File: src/rtl/cpu_mc_sequencer_if.sv
// cpu_mc_sequencer_if: memory handshake, opcode and stage-enable bundle between the sequencer and the core
interface cpu_mc_sequencer_if #(
    parameter int CNT_W = 32
);
    logic [6:0]       opcode;
    logic             imem_ready;
    logic             dmem_ready;
    logic             halt_req;
    logic             imem_req;
    logic             dmem_req;
    logic             dmem_we;
    logic             ir_we;
    logic             pc_we;
    logic             rf_we;
    logic             retired;
    logic [2:0]       stage;
    logic             halted;
    logic             trap;
    logic [1:0]       trap_cause;
    logic [CNT_W-1:0] instret;
    modport master (
        input  opcode, imem_ready, dmem_ready, halt_req,
        output imem_req, dmem_req, dmem_we, ir_we, pc_we, rf_we, retired,
               stage, halted, trap, trap_cause, instret
    );
    modport slave (
        output opcode, imem_ready, dmem_ready, halt_req,
        input  imem_req, dmem_req, dmem_we, ir_we, pc_we, rf_we, retired,
               stage, halted, trap, trap_cause, instret
    );
endinterface

File: src/rtl/cpu_mc_sequencer.sv
// cpu_mc_sequencer: multi-cycle FETCH/DECODE/EXECUTE/MEMORY/WRITEBACK control FSM with traps and retire counter
module cpu_mc_sequencer #(
    parameter int MEM_TIMEOUT  = 15,
    parameter bit ILLEGAL_TRAP = 1'b1,
    parameter int CNT_W        = 32
) (
    input  logic                clk,
    input  logic                rst_n,
    cpu_mc_sequencer_if.master  bus
);
    typedef enum logic [2:0] {
        RST, FETCH, DECODE, EXECUTE, MEMORY, WRITEBACK, HALT, TRAP
    } state_t;
    localparam int WW = $clog2(MEM_TIMEOUT + 2);
    localparam logic [4:0] C_LOAD   = 5'b00000;
    localparam logic [4:0] C_MISC   = 5'b00011;
    localparam logic [4:0] C_OPIMM  = 5'b00100;
    localparam logic [4:0] C_AUIPC  = 5'b00101;
    localparam logic [4:0] C_STORE  = 5'b01000;
    localparam logic [4:0] C_OP     = 5'b01100;
    localparam logic [4:0] C_LUI    = 5'b01101;
    localparam logic [4:0] C_BRANCH = 5'b11000;
    localparam logic [4:0] C_JALR   = 5'b11001;
    localparam logic [4:0] C_JAL    = 5'b11011;
    localparam logic [4:0] C_SYSTEM = 5'b11100;
    state_t           state, state_nx;
    logic [WW-1:0]    wcnt, wcnt_nx;
    logic [1:0]       cause, cause_nx;
    logic [CNT_W-1:0] instret;
    logic [4:0]       op_cls;
    logic             cls_ok;
    logic             op_legal, timeout;
    logic             is_load, is_store, is_sys, writes_rf;
    assign op_legal = (bus.opcode[1:0] == 2'b11) &&
                      (bus.opcode[6:2] inside {C_LOAD, C_MISC, C_OPIMM, C_AUIPC, C_STORE, C_OP,
                                               C_LUI, C_BRANCH, C_JALR, C_JAL, C_SYSTEM});
    // class is latched in DECODE so later stages never depend on the live opcode
    assign is_load   = cls_ok && (op_cls == C_LOAD);
    assign is_store  = cls_ok && (op_cls == C_STORE);
    assign is_sys    = cls_ok && (op_cls == C_SYSTEM);
    assign writes_rf = cls_ok && (op_cls inside {C_LOAD, C_OPIMM, C_AUIPC, C_OP, C_LUI, C_JAL, C_JALR});
    assign timeout   = (MEM_TIMEOUT != 0) && (int'(wcnt) == MEM_TIMEOUT - 1);
    always_comb begin
        state_nx = state;
        cause_nx = cause;
        case (state)
            RST:       state_nx = FETCH;
            FETCH: begin
                if (bus.imem_ready) state_nx = DECODE;
                else if (timeout) begin
                    state_nx = TRAP;
                    cause_nx = 2'b01;
                end
            end
            DECODE: begin
                if (op_legal) state_nx = EXECUTE;
                else if (ILLEGAL_TRAP) begin
                    state_nx = TRAP;
                    cause_nx = 2'b10;
                end else state_nx = WRITEBACK;
            end
            EXECUTE:   state_nx = (is_load || is_store) ? MEMORY : WRITEBACK;
            MEMORY: begin
                if (bus.dmem_ready) state_nx = WRITEBACK;
                else if (timeout) begin
                    state_nx = TRAP;
                    cause_nx = 2'b11;
                end
            end
            WRITEBACK: state_nx = (is_sys || bus.halt_req) ? HALT : FETCH;
            HALT:      state_nx = (!bus.halt_req && !is_sys) ? FETCH : HALT;
            default:   state_nx = state;
        endcase
    end
    assign wcnt_nx = (state_nx != state) ? '0 :
                     (state == FETCH || state == MEMORY) ? wcnt + 1'b1 : wcnt;
    always_ff @(posedge clk or negedge rst_n) begin
        if (!rst_n) begin
            state   <= RST;
            wcnt    <= '0;
            cause   <= 2'b00;
            instret <= '0;
            op_cls  <= '0;
            cls_ok  <= 1'b0;
        end else begin
            state   <= state_nx;
            wcnt    <= wcnt_nx;
            cause   <= cause_nx;
            instret <= (state == WRITEBACK) ? instret + 1'b1 : instret;
            op_cls  <= (state == DECODE) ? bus.opcode[6:2] : op_cls;
            cls_ok  <= (state == DECODE) ? op_legal : cls_ok;
        end
    end
    assign bus.imem_req   = (state == FETCH);
    assign bus.ir_we      = (state == FETCH) && bus.imem_ready;
    assign bus.dmem_req   = (state == MEMORY);
    assign bus.dmem_we    = (state == MEMORY) && is_store;
    assign bus.pc_we      = (state == WRITEBACK);
    assign bus.retired    = (state == WRITEBACK);
    assign bus.rf_we      = (state == WRITEBACK) && writes_rf;
    assign bus.stage      = state;
    assign bus.halted     = (state == HALT);
    assign bus.trap       = (state == TRAP);
    assign bus.trap_cause = cause;
    assign bus.instret    = instret;
endmodule

File: src/flat_wrapper.sv
// flat-port wrapper written by rule: the top's interface ports become plain ports
module cpu_mc_sequencer_flat 
#(
    parameter int MEM_TIMEOUT  = 15,
    parameter bit ILLEGAL_TRAP = 1'b1,
    parameter int CNT_W        = 32
)
  (clk, rst_n, bus_opcode, bus_imem_ready, bus_dmem_ready, bus_halt_req, bus_imem_req, bus_dmem_req, bus_dmem_we, bus_ir_we, bus_pc_we, bus_rf_we, bus_retired, bus_stage, bus_halted, bus_trap, bus_trap_cause, bus_instret);
  cpu_mc_sequencer_if #(.CNT_W(CNT_W)) bus_i ();
  input  logic clk;
  input  logic rst_n;
  input wire logic [$bits(bus_i.opcode)-1:0] bus_opcode;
  input wire logic [$bits(bus_i.imem_ready)-1:0] bus_imem_ready;
  input wire logic [$bits(bus_i.dmem_ready)-1:0] bus_dmem_ready;
  input wire logic [$bits(bus_i.halt_req)-1:0] bus_halt_req;
  output wire logic [$bits(bus_i.imem_req)-1:0] bus_imem_req;
  output wire logic [$bits(bus_i.dmem_req)-1:0] bus_dmem_req;
  output wire logic [$bits(bus_i.dmem_we)-1:0] bus_dmem_we;
  output wire logic [$bits(bus_i.ir_we)-1:0] bus_ir_we;
  output wire logic [$bits(bus_i.pc_we)-1:0] bus_pc_we;
  output wire logic [$bits(bus_i.rf_we)-1:0] bus_rf_we;
  output wire logic [$bits(bus_i.retired)-1:0] bus_retired;
  output wire logic [$bits(bus_i.stage)-1:0] bus_stage;
  output wire logic [$bits(bus_i.halted)-1:0] bus_halted;
  output wire logic [$bits(bus_i.trap)-1:0] bus_trap;
  output wire logic [$bits(bus_i.trap_cause)-1:0] bus_trap_cause;
  output wire logic [$bits(bus_i.instret)-1:0] bus_instret;
  assign bus_i.opcode = bus_opcode;
  assign bus_i.imem_ready = bus_imem_ready;
  assign bus_i.dmem_ready = bus_dmem_ready;
  assign bus_i.halt_req = bus_halt_req;
  assign bus_imem_req = bus_i.imem_req;
  assign bus_dmem_req = bus_i.dmem_req;
  assign bus_dmem_we = bus_i.dmem_we;
  assign bus_ir_we = bus_i.ir_we;
  assign bus_pc_we = bus_i.pc_we;
  assign bus_rf_we = bus_i.rf_we;
  assign bus_retired = bus_i.retired;
  assign bus_stage = bus_i.stage;
  assign bus_halted = bus_i.halted;
  assign bus_trap = bus_i.trap;
  assign bus_trap_cause = bus_i.trap_cause;
  assign bus_instret = bus_i.instret;
  cpu_mc_sequencer #(.MEM_TIMEOUT(MEM_TIMEOUT), .ILLEGAL_TRAP(ILLEGAL_TRAP), .CNT_W(CNT_W)) u_core (.clk(clk), .rst_n(rst_n), .bus(bus_i));
endmodule
File: config.mk
export PLATFORM = sky130hd
export DESIGN_NAME = cpu_mc_sequencer_flat
export DESIGN_NICKNAME = d
export VERILOG_FILES = /design/src/rtl/cpu_mc_sequencer_if.sv /design/src/rtl/cpu_mc_sequencer.sv /design/src/flat_wrapper.sv
export SDC_FILE = /design/constraint.sdc
export NUM_CORES = 1
export LEC_CHECK = 0
export BUFFER_PORTS_ARGS = -buffer_cell sky130_fd_sc_hd__buf_2
export CORE_MARGIN = 2
export CORE_UTILIZATION = 53
export CTS_CLUSTER_DIAMETER = 30
export CTS_CLUSTER_SIZE = 16
export DETAILED_ROUTE_END_ITERATION = 10
export GPL_TIMING_DRIVEN = 0
export PLACE_DENSITY = 0.76
export SYNTH_ARGS = -nofsm -noshare
export SYNTH_HDL_FRONTEND = slang
export SYNTH_SLANG_ARGS = --single-unit
File: constraint.sdc
create_clock -name clk -period 2.2 [get_ports clk]
set_input_delay 0.11 -clock clk [delete_from_list [all_inputs] [get_ports clk]]
set_output_delay 0.11 -clock clk [all_outputs]
set_load 0.02 [all_outputs]
==> summary.txt, run 1 <==
Timing
  • Max-slew violations: 0
  • RSZ-0062 raised after global routing: no
  • Slew Limit Headroom: 30.6%
  • Endpoints failing setup: 0
  • Final Hold Fails: 0
  • Min cycle time layout: 2.05 ns
  • Clk_skew: 0.00350 ns
  • Slew @ Worst Pin: 1.04 ns
  • Max frequency: 489 MHz
  • Setup TNS: 0 ns
  • Period utilization: 93.0%

Cells and area
  • Nets: 313
  • Layout cells sized above 1: 28.5%
  • P&R area growth vs syn: 18.8%
  • Commonest non-fill, non-tap cell in the layout: buf_2
  • Fin area: 2890 sq um
  • Most frequent cells in the layout: 57 x buf_2, 48 x dfrtp_1, 26 x xnor2_1
  • Non-Filler Instances: 350
  • Antenna diode count: 0

Detailed routing
  • Routed Antenna Nets: 0
  • Post-route DRC: 0
  • Vias after detailed routing: 1,865
  • Final WL: 4680 um
  • Via density: 5.33
  • Detailed Routing Iterations Pass 1: 4
  • Initial drt markers: 106
  • Routed len/inst: 13.4 um

Pwr
  • Clk pwr share: 19.2%
  • Sw Share: 37.8%
  • Combinational power share: 37.5%
  • Maximum vdd ir drop: 783 uV
  • Leakage power: 0.00139 uW
  • Internal: 1780 uW
  • Sequential power share: 43.3%
  • Power density over the cells: 992 nW/um^2
  • Psw: 1080 uW

Placed design
  • HPWL Detailed: 3420 um
  • Port buffer count: 57
  • DP Cell Count: 343
  • Dpl cell area: 2780 sq um
  • GP Congestion: 0.845

Worst setup path
  • CP Launch Type: register
  • Crit path DAT: 2.20 ns
  • Critical Path RT: 2.35 ns
  • Reg2reg path depth: 7
  • Critical R2R Launch: u_core.wcnt[0]$_DFFE_PN0P_
  • Crit Path Category: register to register
  • CP endpoint kind: register
  • Reg2reg setup slack: 0.15 ns
  • Worst reg2reg endpoint: u_core.wcnt[4]$_DFFE_PN0P_
  • Worst-path maximum fanout: 5

Synthesis
  • Post-synth EDFFs: 0
  • Top_reg_cell synth: dfrtp_1
  • Syn avg cell area: 10.4 sq um
  • Unique masters post-synth: 46
  • Total of warnings raised by yosys: 0
  • Syn_nets: 249
  • Sequential area share after synthesis: 49.4%
  • Mapped Area: 2430 sq um
  • Area leader, netlist: dfrtp_1
  • FF+latch count, synth: 48
  • Synth top area share: 49.4%
  • Largest cells by area after synthesis: dfrtp_1 49%, xnor2_1 9.4%, xor2_1 3.6%
  • Async SR Flop Fraction: 100%
  • Post-Synthesis Cells: 234

Global route
  • Met2 Track Usage GR: 29.1%
  • Most Crowded Layer GR: met2
  • Met1 Use GR: 27.3%
  • Tot GR Track Use: 19.3%
  • Vias in the first global route: 1,738
  • Global route overflow: 0
  • Largest net degree at the start of global routing: 49
  • First-pass GRT wire length: 7910 um
  • Initial antenna violation count: 0
  • Met3 Use GR: 5.91%

Clock network
  • Postcts setup bufs: 0
  • Clk root buf: clkbuf_8
  • TritonCTS Buffers: 5
  • CTS HTree Levels: 2
  • Max Root-Sink Buffers: 2
  • CTS clk-pin slew, worst paths: 0.08 ns
  • Post-CTS Resized: 0
  • Worst-Skew Late Latency: 0.29 ns
  • CTS tree: done
  • Hold-fix buffers, CTS: 0
  • Clk sink count: 48

Min path
  • Hold crit path type: input pin to asynchronous set/reset pin

Run status
  • Status: finished, final reports clean

Run
  • Max_cap viols: 0

Die
  • Starting density of the core: 55.5%
  • Die area: 5150 sq um
  • Row cnt: 24
  • Core Area: 4380 sq um
  • Chip Width: 71.7 um
  • Die Height: 71.7 um
  • Io pins: 58
[power groups by stage]
| stage | clock (uW) | sequential [uW] | combinational (uW) |
|---|---|---|---|
| after floorplan | 0 | 1330 | 690 |
| after global placement | 0 | 1250 | 1060 |
| after detailed placement | 0 | 1260 | 1080 |
| after CTS | 572 | 1240 | 1080 |
| after global routing | 597 | 1270 | 1190 |
| final | 549 | 1240 | 1080 |
[worst max-delay path: stages, from the launching register on]
cell      delay, ns
dfrtp_1        0.43
inv_1          0.07
ha_1           0.16
and4b_1        0.28
nor4_1         0.07
a21o_1         0.16
a221oi_1       0.63
nor2_1         0.11
[worst max path at each step]
stage | start | endpoint | slack (ns) | cells after the start
floorplan | u_core.bus.stage[1]$_DFF_PN0_ | u_core.bus.instret[13]$_DFFE_PN0P_ | 0.22 | 7
global placement | u_core.bus.stage[1]$_DFF_PN0_ | u_core.bus.instret[13]$_DFFE_PN0P_ | 0.11 | 7
detailed placement | u_core.bus.stage[1]$_DFF_PN0_ | u_core.bus.instret[13]$_DFFE_PN0P_ | 0.05 | 7
CTS | u_core.bus.stage[1]$_DFF_PN0_ | u_core.bus.instret[22]$_DFFE_PN0P_ | 0.02 | 7
global route | u_core.wcnt[0]$_DFFE_PN0P_ | u_core.wcnt[4]$_DFFE_PN0P_ | 0.06 | 7
finish | u_core.wcnt[0]$_DFFE_PN0P_ | u_core.wcnt[4]$_DFFE_PN0P_ | 0.15 | 7
[registers in the layout, summed over array words and instances (netlist names)]
signal and count:
u_core.bus.trap_cause 2, u_core.bus.instret 32, u_core.op_cls 5, u_core.cls_ok 1
u_core.wcnt 5, u_core.bus.stage 3
[stage by stage]
step / hold slack, ns / total power, uW / utilization, % / setup slack, ns
CTS: 0.0303 / 2900 / 65.7 / 0.0243
global placement: 0.353 / 2310 / 63.5 / 0.106
detailed placement: 0.360 / 2330 / 63.5 / 0.0469
finish: 0.000231 / 2870 / 65.9 / 0.153
global route: 0.0536 / 3060 / 65.9 / 0.0595
floorplan: -0.186 / 2020 / - / 0.218
[kinds of logic after synthesis]
logic type               Yosys count  synth area share, %
multiplexers                       6                 2.78
XOR/XNOR                          36                 13.0
adder cells (fa/ha/maj)            3                 1.54
AND/OR/NAND/NOR                  105                 24.7
AO/OA/AOI/OAI                     22                 5.71
flip-flops                        48                 49.4
buffers and inverters             14                 2.93
[metal layers]
metal  wire, um  vias to the layer above
met3        220                        6
met4         42                        0
met5          0                        -
li1           -                      938
met1       2270                      872
met2       2140                       49
[cell usage after synthesis (all sizes together) (2+ instances only)]
| master | n |
|---|---|
| clkbuf | 3 |
| nand4 | 9 |
| nand2 | 23 |
| nand2b | 6 |
| nor4 | 3 |
| nand3 | 11 |
| and4 | 2 |
| xor2 | 10 |
| ha | 3 |
| nor2 | 23 |
| dfrtp | 48 |
| mux2 | 6 |
| or3 | 2 |
| nand4b | 3 |
| nor3 | 6 |
| a31oi | 2 |
| and2 | 2 |
| inv | 8 |
| a21oi | 2 |
| o211ai | 2 |
| xnor2 | 26 |
| nor3b | 2 |
| and3 | 5 |
| nor2b | 2 |
| o21ai | 9 |
| buf | 3 |
[final cells by class]
| class | instances | area, sq um |
|---|---|---|
| clock buffers | 7 | 96.3 |
| well taps | 52 | 65.1 |
| plain buffers | 6 | 41.3 |
| fillers | 356 | 1490 |
| repair buffers | 57 | 285 |
| flip-flops and latches | 48 | 1200 |
| multi-input cells | 172 | 1170 |
| inverters | 8 | 30.0 |
Power figures use the tool's default switching activity.
==> inputs of run 2 (changes only) <==
--- a/config.mk
+++ b/config.mk
@@ -6,12 +6,14 @@
 export NUM_CORES = 1
 export LEC_CHECK = 0
 export BUFFER_PORTS_ARGS = -buffer_cell sky130_fd_sc_hd__buf_2
+export CELL_PAD_IN_SITES_DETAIL_PLACEMENT = 1
+export CELL_PAD_IN_SITES_GLOBAL_PLACEMENT = 2
 export CORE_MARGIN = 2
-export CORE_UTILIZATION = 53
+export CORE_UTILIZATION = 33
 export CTS_CLUSTER_DIAMETER = 30
 export CTS_CLUSTER_SIZE = 16
 export DETAILED_ROUTE_END_ITERATION = 10
-export GPL_TIMING_DRIVEN = 0
+export GPL_TIMING_DRIVEN = 1
 export PLACE_DENSITY = 0.76
 export SYNTH_ARGS = -nofsm -noshare
 export SYNTH_HDL_FRONTEND = slang
==> summary.txt, run 2 (synthesis results as in run 1) <==
Run status
  • Status: finished, final reports clean

Min path
  • Hold crit path type: input pin to register
  • Hold EP: u_core.op_cls[2]$_DFFE_PN0P_
  • Hold path start: bus_opcode[4]
  • WHS Path Cells: 2

Detailed routing
  • Routed len/inst: 13.9 um (+4.0%)
  • Post-route DRC: 0 (unchanged)
  • Routed Antenna Nets: 0 (unchanged)
  • Final WL: 5590 um (+19%)
  • Via density: 4.85 (-9.0%)
  • Detailed Routing Iterations Pass 1: 4 (unchanged)
  • Initial drt markers: 64 (-40%)
  • Vias after detailed routing: 1,950 (+4.6%)

Cells and area
  • Top reg by flops: u_core.bus.instret
  • Number of flip-flops in the largest register: 32 (unchanged)
  • Layout cells sized above 1: 29.7% (+1.2 points)
  • Commonest non-fill, non-tap cell in the layout: buf_2
  • Most frequent cells in the layout: 57 x buf_2, 48 x dfrtp_1, 26 x xnor2_1
  • P&R area growth vs syn: 23.8%
  • Nets: 317 (+1.3%)
  • Fill cells: 851 (+140%)
  • Largest regs: u_core.bus.instret: 32 flops, u_core.op_cls: 5 flops, u_core.wcnt: 5 flops
  • Antenna diode count: 0 (unchanged)

Pwr
  • Power density over the cells: 1010 nW/um^2 (+1.7%)
  • Sw Share: 37.7% (-0.13 points)
  • Psw: 1140 uW (+5.7%)
  • Combinational power share: 37.5% (about the same)
  • Internal: 1890 uW (+6.2%)
  • Clk pwr share: 22.4% (+3.2 points)
  • Sequential power share: 40.1% (-3.2 points)
  • Leakage power: 0.00144 uW (+3.1%)
  • Maximum vdd ir drop: 495 uV (-37%)

Worst setup path
  • Crit path DAT: 2.09 ns (-0.11 ns)
  • Critical R2R Launch: u_core.bus.instret[3]$_DFFE_PN0P_
  • CP Launch Type: register
  • Crit Path Category: register to register
  • Reg2reg path depth: 5 (-2)
  • Worst-path maximum fanout: 6 (+1)
  • Worst reg2reg endpoint: u_core.bus.instret[28]$_DFFE_PN0P_
  • Reg2reg setup slack: 0.34 ns (+0.19 ns)
  • Critical Path RT: 2.43 ns (+0.08 ns)
  • CP endpoint kind: register

Clock network
  • Clk root buf: clkbuf_8
  • Post-CTS Resized: 0 (unchanged)
  • Max Root-Sink Buffers: 2 (unchanged)
  • CTS clk-pin slew, worst paths: 0.09 ns (about the same)
  • Clk sink count: 48 (unchanged)
  • TritonCTS Buffers: 5 (unchanged)
  • Hold-fix buffers, CTS: 1 (+1)
  • CTS HTree Levels: 2 (unchanged)
  • Postcts setup bufs: 0 (unchanged)
  • CTS tree: done
  • Worst-Skew Late Latency: 0.30 ns (about the same)

Timing
  • Setup ws final: 0.342 ns (+0.188 ns)
  • Endpoints failing setup: 0 (unchanged)
  • Period utilization: 84.5% (-8.6 points)
  • Setup TNS: 0 ns (unchanged)
  • Min cycle time layout: 1.86 ns (-0.188 ns)
  • RSZ-0062 raised after global routing: no
  • Max frequency: 538 MHz (+10%)
  • Hold Slack: 0.0546 ns (+0.0543 ns)
  • Clk_skew: 0.00879 ns (+0.00529 ns)
  • Final Hold Fails: 0 (unchanged)
  • Slew @ Worst Pin: 0.450 ns (-0.591 ns)
  • Slew Limit Headroom: 70.0% (+39 points)
  • Max-slew violations: 0 (unchanged)

Global route
  • First-pass GRT wire length: 9670 um (+22%)
  • Largest net degree at the start of global routing: 49 (unchanged)
  • Tot GR Track Use: 14.6% (-4.7 points)
  • Global route overflow: 0 (unchanged)
  • Vias in the first global route: 1,998 (+15%)
  • Initial antenna violation count: 0 (unchanged)

Die
  • Io pins: 58 (unchanged)
  • Die area: 8070 sq um (+57%)
  • Chip Width: 89.9 um (+25%)
  • Starting density of the core: 33.9% (-22 points)
  • Row cnt: 31 (+29%)
  • Die Height: 89.9 um (+25%)
  • Core Area: 7180 sq um (+64%)

Placed design
  • GP Congestion: 0.766 (-9.3%)
  • HPWL Detailed: 4110 um (+20%)
  • Port buffer count: 57 (unchanged)
  • Worst slack at placement: 0.354 ns (+0.307 ns)

Run
  • Max_cap viols: 0 (unchanged)
run 2: critical path, stage by stage, from the launching register on:
cell	delay (ns)
dfrtp_1	0.41
nand2_1	0.14
or3_4	0.41
or4_4	0.53
nor2_1	0.14
xor2_1	0.15
run 2: through the flow:
| stage | utilization (%) | std cells | instance area [sq um] | total power (uW) |
|---|---|---|---|---|
| floorplan | - | 234 | 2430 | 2020 |
| global placement | 40.1 | 393 | 2880 | 2380 |
| detailed placement | 40.1 | 393 | 2880 | 2390 |
| CTS | 42.0 | 402 | 3010 | 3090 |
| global route | 42.0 | 402 | 3010 | 3280 |
| finish | 42.0 | 402 | 3010 | 3040 |
run 2: metal layers:
layer / wire [um] / up-vias / track usage (%)
li1: - / 943 / -
met1: 2630 / 954 / 19.5
met2: 2700 / 51 / 24.6
met3: 235 / 2 / 3.19
met4: 29 / 0 / 3.08
met5: 0 / - / 0
run 2: area by class of cell:
cell class              instances  area [sq um]  area share, %
clock buffers                   6          82.6           2.74
clock inverters                 2          38.8           1.29
inverters                       8          30.0          0.997
multi-input cells             172          1160           38.5
flip-flops and latches         48          1200           39.9
well taps                      99           124           4.11
repair buffers                 67           375           12.5
run 2: power groups by stage:
stage               clock network (uW)  logic [uW]  registers, uW
detailed placement                   0        1150           1240
global route                       742        1280           1250
finish                             681        1140           1220
floorplan                            0         690           1330
global placement                     0        1150           1230
CTS                                711        1160           1220
run 2: worst max-delay path by stage:
stage / startpoint / end / slack (ns) / cells past startpoint
2_1_floorplan: u_core.bus.stage[1]$_DFF_PN0_ / u_core.bus.instret[13]$_DFFE_PN0P_ / 0.22 / 7
3_3_place_gp: u_core.bus.instret[3]$_DFFE_PN0P_ / u_core.bus.instret[28]$_DFFE_PN0P_ / 0.39 / 5
3_5_place_dp: u_core.bus.instret[3]$_DFFE_PN0P_ / u_core.bus.instret[24]$_DFFE_PN0P_ / 0.35 / 5
4_1_cts: u_core.bus.instret[3]$_DFFE_PN0P_ / u_core.bus.instret[28]$_DFFE_PN0P_ / 0.33 / 5
5_1_grt: u_core.bus.instret[3]$_DFFE_PN0P_ / u_core.bus.instret[22]$_DFFE_PN0P_ / 0.19 / 6
6_report: u_core.bus.instret[3]$_DFFE_PN0P_ / u_core.bus.instret[28]$_DFFE_PN0P_ / 0.34 / 5
